## config.mk

```make
export PLATFORM = sky130hd
export DESIGN_NAME = enc16to4_low_scan
export DESIGN_NICKNAME = d
export VERILOG_FILES = /design/src/rtl/enc_pkg.sv /design/src/rtl/enc16to4_low_scan_lsb_find.sv /design/src/rtl/enc16to4_low_scan.sv
export SDC_FILE = /design/constraint.sdc
export NUM_CORES = 1
export LEC_CHECK = 0
export ABC_AREA = 0
export BUFFER_PORTS_ARGS = -buffer_cell sky130_fd_sc_hd__buf_2
export CAP_MARGIN = 15
export CORE_ASPECT_RATIO = 1.75
export CORE_MARGIN = 5
export CORE_UTILIZATION = 55
export CTS_CLUSTER_DIAMETER = 100
export DETAILED_ROUTE_END_ITERATION = 8
export PLACE_DENSITY = 0.9
export SLEW_MARGIN = 20
export SYNTH_ARGS = -nofsm -noshare
export SYNTH_HDL_FRONTEND = slang
export SYNTH_HIERARCHICAL = 1
export SYNTH_SLANG_ARGS = --single-unit
```

## constraint.sdc

```tcl
create_clock -name clk -period 2.9 [get_ports clk]
set_clock_uncertainty 0.05 [all_clocks]
set_input_delay 0.435 -clock clk [delete_from_list [all_inputs] [get_ports clk]]
set_output_delay 0.435 -clock clk [all_outputs]
set_load 0.01 [all_outputs]
```

## src/rtl/enc_pkg.sv

```systemverilog
// Shared constants and state type for the 16-line encoder/decoder family.
// Exports ENC_N, ENC_W and the enc_state_t scan FSM encoding.
package enc_pkg;

    localparam int ENC_N = 16;
    localparam int ENC_W = 4;

    typedef enum logic {
        IDLE = 1'b0,
        SCAN = 1'b1
    } enc_state_t;

endpackage

```

## src/rtl/enc16to4_low_scan_lsb_find.sv

```systemverilog
// Combinational lowest-set-bit finder.
// Ports: req_i (N request bits) -> idx_o (lowest set index), any_o (any set).
module lsb_find
    import enc_pkg::*;
#(
    parameter int N = ENC_N,
    parameter int W = ENC_W
) (
    input  logic [N-1:0] req_i,
    output logic [W-1:0] idx_o,
    output logic         any_o
);

    // Scan downward so the lowest set index is the last one written.
    always_comb begin
        idx_o = '0;
        for (int i = N - 1; i >= 0; i--) begin
            if (req_i[i]) begin
                idx_o = W'(i);
            end
        end
    end

    assign any_o = |req_i;

endmodule

```

## src/rtl/enc16to4_low_scan.sv

```systemverilog
// Sequential 16-to-4 encoder: snapshots active-low requests, then emits the
// index of each asserted line lowest-first over a valid/ready handshake.
// Ports: clk, rst_n, e, y_n, load, ready in; code, valid, busy, none, done,
// count out (all outputs registered).
module enc16to4_low_scan
    import enc_pkg::*;
#(
    parameter int N = ENC_N,
    parameter int W = ENC_W
) (
    input  logic         clk,
    input  logic         rst_n,
    input  logic         e,
    input  logic [N-1:0] y_n,
    input  logic         load,
    input  logic         ready,
    output logic [W-1:0] code,
    output logic         valid,
    output logic         busy,
    output logic         none,
    output logic         done,
    output logic [W:0]   count
);

    enc_state_t   state_q, state_d;
    logic [N-1:0] pending_q, pending_d;
    logic [W-1:0] code_q, code_d;
    logic         valid_q, valid_d;
    logic         busy_q, busy_d;
    logic         none_q, none_d;
    logic         done_q, done_d;
    logic [W:0]   count_q, count_d;

    logic [N-1:0] req;
    logic [N-1:0] served;
    logic [N-1:0] remain;
    logic [W:0]   pop;
    logic [W-1:0] nxt_idx;
    logic         nxt_any;

    assign req    = ~y_n;
    assign served = {{(N-1){1'b0}}, 1'b1} << code_q;
    assign remain = pending_q & ~served;

    always_comb begin
        pop = '0;
        for (int i = 0; i < N; i++) begin
            pop = pop + {{W{1'b0}}, req[i]};
        end
    end

    always_comb begin
        state_d   = state_q;
        pending_d = pending_q;
        count_d   = count_q;
        none_d    = 1'b0;
        done_d    = 1'b0;
        unique case (state_q)
            IDLE: begin
                pending_d = '0;
                if (e && load) begin
                    pending_d = req;
                    count_d   = pop;
                    if (req == '0) begin
                        none_d = 1'b1;
                    end else begin
                        state_d = SCAN;
                    end
                end
            end
            SCAN: begin
                // Abort wins over a transfer on the same edge.
                if (!e) begin
                    pending_d = '0;
                    state_d   = IDLE;
                end else if (valid_q && ready) begin
                    pending_d = remain;
                    if (remain == '0) begin
                        state_d = IDLE;
                        done_d  = 1'b1;
                    end
                end
            end
            default: begin
                state_d   = IDLE;
                pending_d = '0;
            end
        endcase
    end

    // Next code comes straight from the next pending set, so a held
    // transfer reproduces the current code unchanged.
    lsb_find #(
        .N(N),
        .W(W)
    ) u_lsb (
        .req_i(pending_d),
        .idx_o(nxt_idx),
        .any_o(nxt_any)
    );

    assign valid_d = (state_d == SCAN) && nxt_any;
    assign busy_d  = valid_d;
    assign code_d  = valid_d ? nxt_idx : '0;

    always_ff @(posedge clk or negedge rst_n) begin
        if (!rst_n) begin
            state_q   <= IDLE;
            pending_q <= '0;
            code_q    <= '0;
            valid_q   <= 1'b0;
            busy_q    <= 1'b0;
            none_q    <= 1'b0;
            done_q    <= 1'b0;
            count_q   <= '0;
        end else begin
            state_q   <= state_d;
            pending_q <= pending_d;
            code_q    <= code_d;
            valid_q   <= valid_d;
            busy_q    <= busy_d;
            none_q    <= none_d;
            done_q    <= done_d;
            count_q   <= count_d;
        end
    end

    assign code  = code_q;
    assign valid = valid_q;
    assign busy  = busy_q;
    assign none  = none_q;
    assign done  = done_q;
    assign count = count_q;

endmodule
```

Yosys cells after proc, flatten, opt, wreduce, memory -nomap -nowiden
Cells that the tools add are included.
{ "word_totals": {"register_bits": 29, "latch_bits": 0, "ram_bits": 0, "mem_bits_ro": 0, "input_bits": 21, "out_inout_bits": 13, "n_memories": 0} }
{ "classes": {"n_addsub": 15, "multipliers": 0, "div": 0, "n_lt_le_gt_ge": 0, "n_eq_ne": 0, "shifts": 1, "n_mux": 34, "bitwise": 4, "n_reduce_logical": 7} }
{ "ops": {"columns": ["operator", "count"], "rows": [
  ["4-bit 2-to-1 mux", 17],
  ["5-bit by 1-bit adder with 5-bit output", 11],
  ["16-bit 2-to-1 mux", 3],
  ["16-bit logical NOT", 2],
  ["16-bit NOT", 2],
  ["16-bit one-hot mux with 2 select lines", 1],
  ["16-bit bitwise AND", 1],
  ["16-bit OR reduction", 1],
  ["1-bit by 4-bit left shift with 16-bit output, first input constant", 1],
  ["1-bit 2-to-1 mux", 12],
  ["4-bit by 1-bit adder with 5-bit output", 1],
  ["3-bit by 1-bit adder with 4-bit output", 1],
  ["2-bit by 1-bit adder with 3-bit output", 1],
  ["1-bit logical AND", 3],
  ["1-bit by 1-bit adder with 2-bit output", 1],
  ["1-bit one-hot mux with 2 select lines", 1],
  ["2-bit AND reduction", 1],
  ["1-bit NOT", 1]
]} }

Longest topological paths before layout
{ "logic_depth": {"depth_word": 23, "mapped_depth": 14, "mapped_depth_nobuf": 14} }

Hierarchy
Netlist, hierarchy kept.
{ "modules_own_cells": {"columns": ["mod", "instances", "cells_per_inst", "area_each_um2", "seq_area_each_um2"], "rows": [
  ["enc16to4_low_scan", 1, 194, 1879.3, 725.7],
  ["lsb_find", 1, 34, 176.4, 0.0]
]} }

Worst setup path before layout
Ideal clock, no wire load.
{ "synth_path": {"kind": "input to register", "startpoint": "in y_n[5]", "endpoint": "reg count_q[3] (netlist: count[3])", "setup_time_ns": 0.132, "t_arrival_ns": 3.323, "t_required_ns": 2.718, "path_slack_ns": -0.606, "path_stages": 12, "n_path_buf": 0, "cell_sequence": "inv_1 fa_1 inv_1 fa_1 fa_1 fa_1 inv_1 ha_1 a21o_1 a21oi_1 xor2_1 o21ai_0"} }
{ "synth_via": {"elab_chain_cells": 12} }
{ "synth_lines": {"columns": ["item", "line_no", "source"], "rows": [
  ["start: declaration", "enc16to4_low_scan.sv:14", "input logic [N-1:0] y_n,"],
  ["16-bit NOT", "enc16to4_low_scan.sv:41", "assign req = ~y_n;"],
  ["5-bit by 1-bit adder with 5-bit output (11 in a row)", "enc16to4_low_scan.sv:48", "pop = pop + {{W{1'b0}}, req[i]};"],
  ["end signal: assignment", "enc16to4_low_scan.sv:124", "count_q <= count_d;"],
  ["end: declaration", "enc16to4_low_scan.sv:32", "logic [W:0] count_q, count_d;"]
]} }
No other way between the ends.
A chain may end at the register's enable or synchronous reset.

Worst setup path after layout
{ "layout_path": {"startpoint": "in y_n[0]", "endpoint": "reg count_q[4] (netlist: count[4])"} }
{ "layout_via": {"elab_chain_cells": 16} }
{ "layout_lines": {"columns": ["item", "line_no"], "rows": [
  ["16-bit NOT", "enc16to4_low_scan.sv:41"],
  ["1-bit by 1-bit adder with 2-bit output", "enc16to4_low_scan.sv:48"],
  ["2-bit by 1-bit adder with 3-bit output", "enc16to4_low_scan.sv:48"],
  ["3-bit by 1-bit adder with 4-bit output", "enc16to4_low_scan.sv:48"],
  ["4-bit by 1-bit adder with 5-bit output", "enc16to4_low_scan.sv:48"],
  ["5-bit by 1-bit adder with 5-bit output (11 in a row)", "enc16to4_low_scan.sv:48"]
]} }
No other way between the ends.

==> results.toml <==
[timing]
timing.final.max_slew_violations = 0
rsz0062_at_grt = "yes"
period_minus_slack_ns = 3.387
holdWs_ns = 0.1097
slew_headroom = 0.5560
layout_setup_ws_ns = -0.4874
tightest_slew_ns = 0.6656
fmax_mhz = 295.2
finalHoldViolations = 0
finalCritPeriodShare = 1.168
setup_viol = 4

[grt]
first_global_vias = 2099
grt_start_max_net_pins = 30
grt_pass1_wl_um = 9749
gr-total-overflow = 0
grt_util_all_layers = 0.2506
antenna_found_initial = 0

[placement]
dpl_cell_area_sq_um = 2391
dpl.hpwl_um = 4589
numPortBuffers = 33
gp_congestion = 0.8764

[routing]
drtIter0Drc = 109
vias = 2080
dr.pass1.iters = 5
viasPerCell = 6.420
wl_per_cell_um = 18.93
drtAntennaViolNets = 0
wl_um = 6133
drc = 0

[outcome]
violations = "setup timing"
outcome = "finished, violations left"

[critical_path]
cp-start-kind = "input port"
cp-end-kind = "flip-flop"
crit_type = "input port to flip-flop"
crit_required_ns = 3.07
critPathArrivalTime_ns = 3.55
crit_path_max_fanout = 2

[cts]
clk_latency_ns = 0.29
root_buffer = "clkbuf_8"
cts.sinks = 29
clk_pin_slew_ns = 0.07
cts_tree = "yes"
h-tree-depth = 2
clockBufferDepth = 2
cts_buffers = 5
hold_buffers = 0

[die]
ios = 34
core_sq_um = 3628
dieHeight_um = 90.88
row_count = 29
start_util = 0.5666
dieArea_sq_um = 5109
die_w_um = 56.22

[logic_synthesis]
ys_types = 46
syn_area_sq_um = 2056
yosysTopAreaCellShare = 0.3530
netlist_instances = 228
synth.area.mux_share = 0
synthFlopType = "dfrtp_1"
synth.avg_cell_area_sq_um = 9.016
synth_common_cells = "29 x dfrtp_1, 23 x o21ai_0, 19 x inv_1"
yosysMostFrequentCell = "dfrtp_1"
synth_top_area_cell = "dfrtp_1"
synth-adder-area-share = 0.1339
ys_async_sr_fraction = 1.000
ys_seq_area_frac = 0.3530
yosys.area_share.simple = 0.2386
synth_top_family_by_area = "simple AND/OR/NAND/NOR gates"
synth_nets = 265
yosysWarnings = 6
synth_edf_count = 0
synth_xor_area_frac = 0.008521
ys_seq_elements = 29
synth_compound_area_frac = 0.1984
synthTopCellsByArea = "dfrtp_1 35%, fa_1 9.7%, o211ai_1 5.8%, o21ai_0 5.6%, ha_1 3.7%"

[layout]
drive_gt1_frac = 0.3058
antenna_cells = 0
syn_to_final_growth_pct = 23.13
nets = 314
fin_area_sq_um = 2531

[pwr]
peakVddDrop_v = 0.0006539
p_leak_nw = 1.134
power_density_nw_per_um2 = 623.8

[run]
cap_violations = 0

[hold_path]
hp-class = "input port to asynchronous set/reset pin"
[path summary, 6_finish.rpt]
path	from	endpoint	slack [ns]	depth (start not counted)
max	y_n[0]	count[4]$_DFFE_PN0P_	-0.49	12
min	rst_n	pending_q[13]$_DFF_PN0_	0.11	1
max reg2reg	code[3]$_DFF_PN0_	code[0]$_DFF_PN0_	0.16	8
min reg2reg	count[0]$_DFFE_PN0P_	count[0]$_DFFE_PN0P_	0.41	2
max in group asynchronous	rst_n	pending_q[6]$_DFF_PN0_	2.28	1
min in group clk	e	state_q$_DFF_PN0_	0.38	3
[layer usage]
layer / wire (um) / share of wire / global-route usage / vias up
met2: 3332 / 0.54 / 0.4551 / 116
met1: 2005 / 0.33 / 0.2388 / 990
met4: 502 / 0.082 / 0.2079 / 0
li1: - / - / - / 925
met3: 293 / 0.048 / 0.03290 / 49
met5: 0 / 0 / 0 / -
[where the power goes]
group / internal, W / total, W / switching [W] / leakage (nW)
clock network: 0.000165 / 0.000335 / 0.000170 / 0.0439
registers: 0.000456 / 0.000497 / 0.0000410 / 0.389
logic: 0.000336 / 0.000746 / 0.000411 / 0.701
total: 0.000957 / 0.00158 / 0.000622 / 1.13
[state kept, by name (all words and copies together), names as in the netlist]
| register | count |
|---|---|
| pending_q | 16 |
| busy | 1 |
| count | 5 |
| state_q | 1 |
| none | 1 |
| done | 1 |
| code | 4 |
[final cells by class]
class | count | area, sq um
well taps | 46 | 57.56
clock inverters | 3 | 17.52
inverters | 19 | 78.83
fillers | 289 | 1097
clock buffers | 5 | 68.82
repair buffers | 55 | 346.6
multi-input cells | 167 | 1236
flip-flops and latches | 29 | 725.7
[stage by stage]
| stage | total power (W) | cells | setup TNS [ns] | util | setup WS, ns |
|---|---|---|---|---|---|
| 2_1_floorplan | 0.0009061 | 228 | -2.163 | - | -0.5539 |
| 3_3_place_gp | 0.001117 | 315 | -3.178 | 0.6590 | -0.7407 |
| 3_5_place_dp | 0.001148 | 315 | -3.566 | 0.6590 | -0.8380 |
| 4_1_cts | 0.001531 | 324 | -1.763 | 0.6934 | -0.5028 |
| 5_1_grt | 0.001666 | 324 | -2.046 | 0.6976 | -0.5729 |
| 6_report | 0.001579 | 324 | -1.822 | 0.6976 | -0.4874 |
[placed cells by master, fill, tap and decap left out, types with 2 or more instances in the layout]
cell type | synthesis | final
dfrtp_1 | 29 | 29
nand3_1 | 8 | 8
clkinv_2 | 0 | 2
or3_1 | 3 | 3
o21ai_0 | 23 | 18
a31oi_1 | 2 | 2
inv_2 | 0 | 7
fa_1 | 10 | 6
xor2_1 | 2 | 2
or3b_1 | 4 | 4
nand2b_1 | 4 | 4
clkbuf_8 | 0 | 5
o21ai_1 | 6 | 10
nor4b_1 | 3 | 3
inv_1 | 19 | 11
a21oi_1 | 7 | 6
nand2_1 | 18 | 17
nand4_1 | 8 | 8
fa_2 | 0 | 4
buf_2 | 3 | 31
nor2_1 | 15 | 15
nor4bb_1 | 2 | 2
or2_1 | 2 | 2
nor4_1 | 2 | 2
ha_1 | 6 | 4
o22ai_1 | 4 | 4
buf_4 | 2 | 22
ha_4 | 0 | 2
o211ai_1 | 16 | 16
o31ai_1 | 2 | 2
nand4b_1 | 3 | 3
[critical path, stage by stage]
cell and delay (ns):
buf_2 0.12, fa_1 0.57, fa_2 0.45, fa_2 0.54, inv_2 0.05, fa_2 0.55
ha_4 0.14, inv_2 0.04, fa_2 0.35, nor2b_1 0.12, o21ai_1 0.06, o21ai_1 0.12
[kinds of logic (layout without fill, tap and decap cells)]
logic type	Yosys count	after routing
XOR/XNOR	2	2
flip-flops	29	29
AND/OR/NAND/NOR	83	83
AO/OA/AOI/OAI	66	66
buffers and inverters	32	82
adder cells (fa/ha/maj)	16	16
[repair_timing]
action	CTS	global route
endpoints found under the setup margin	5	5
pin swaps	5	10
gates cloned	0	0
gates resized for setup	12	8
setup buffers	1	0
No activity file was read; power rests on OpenSTA's default activity.
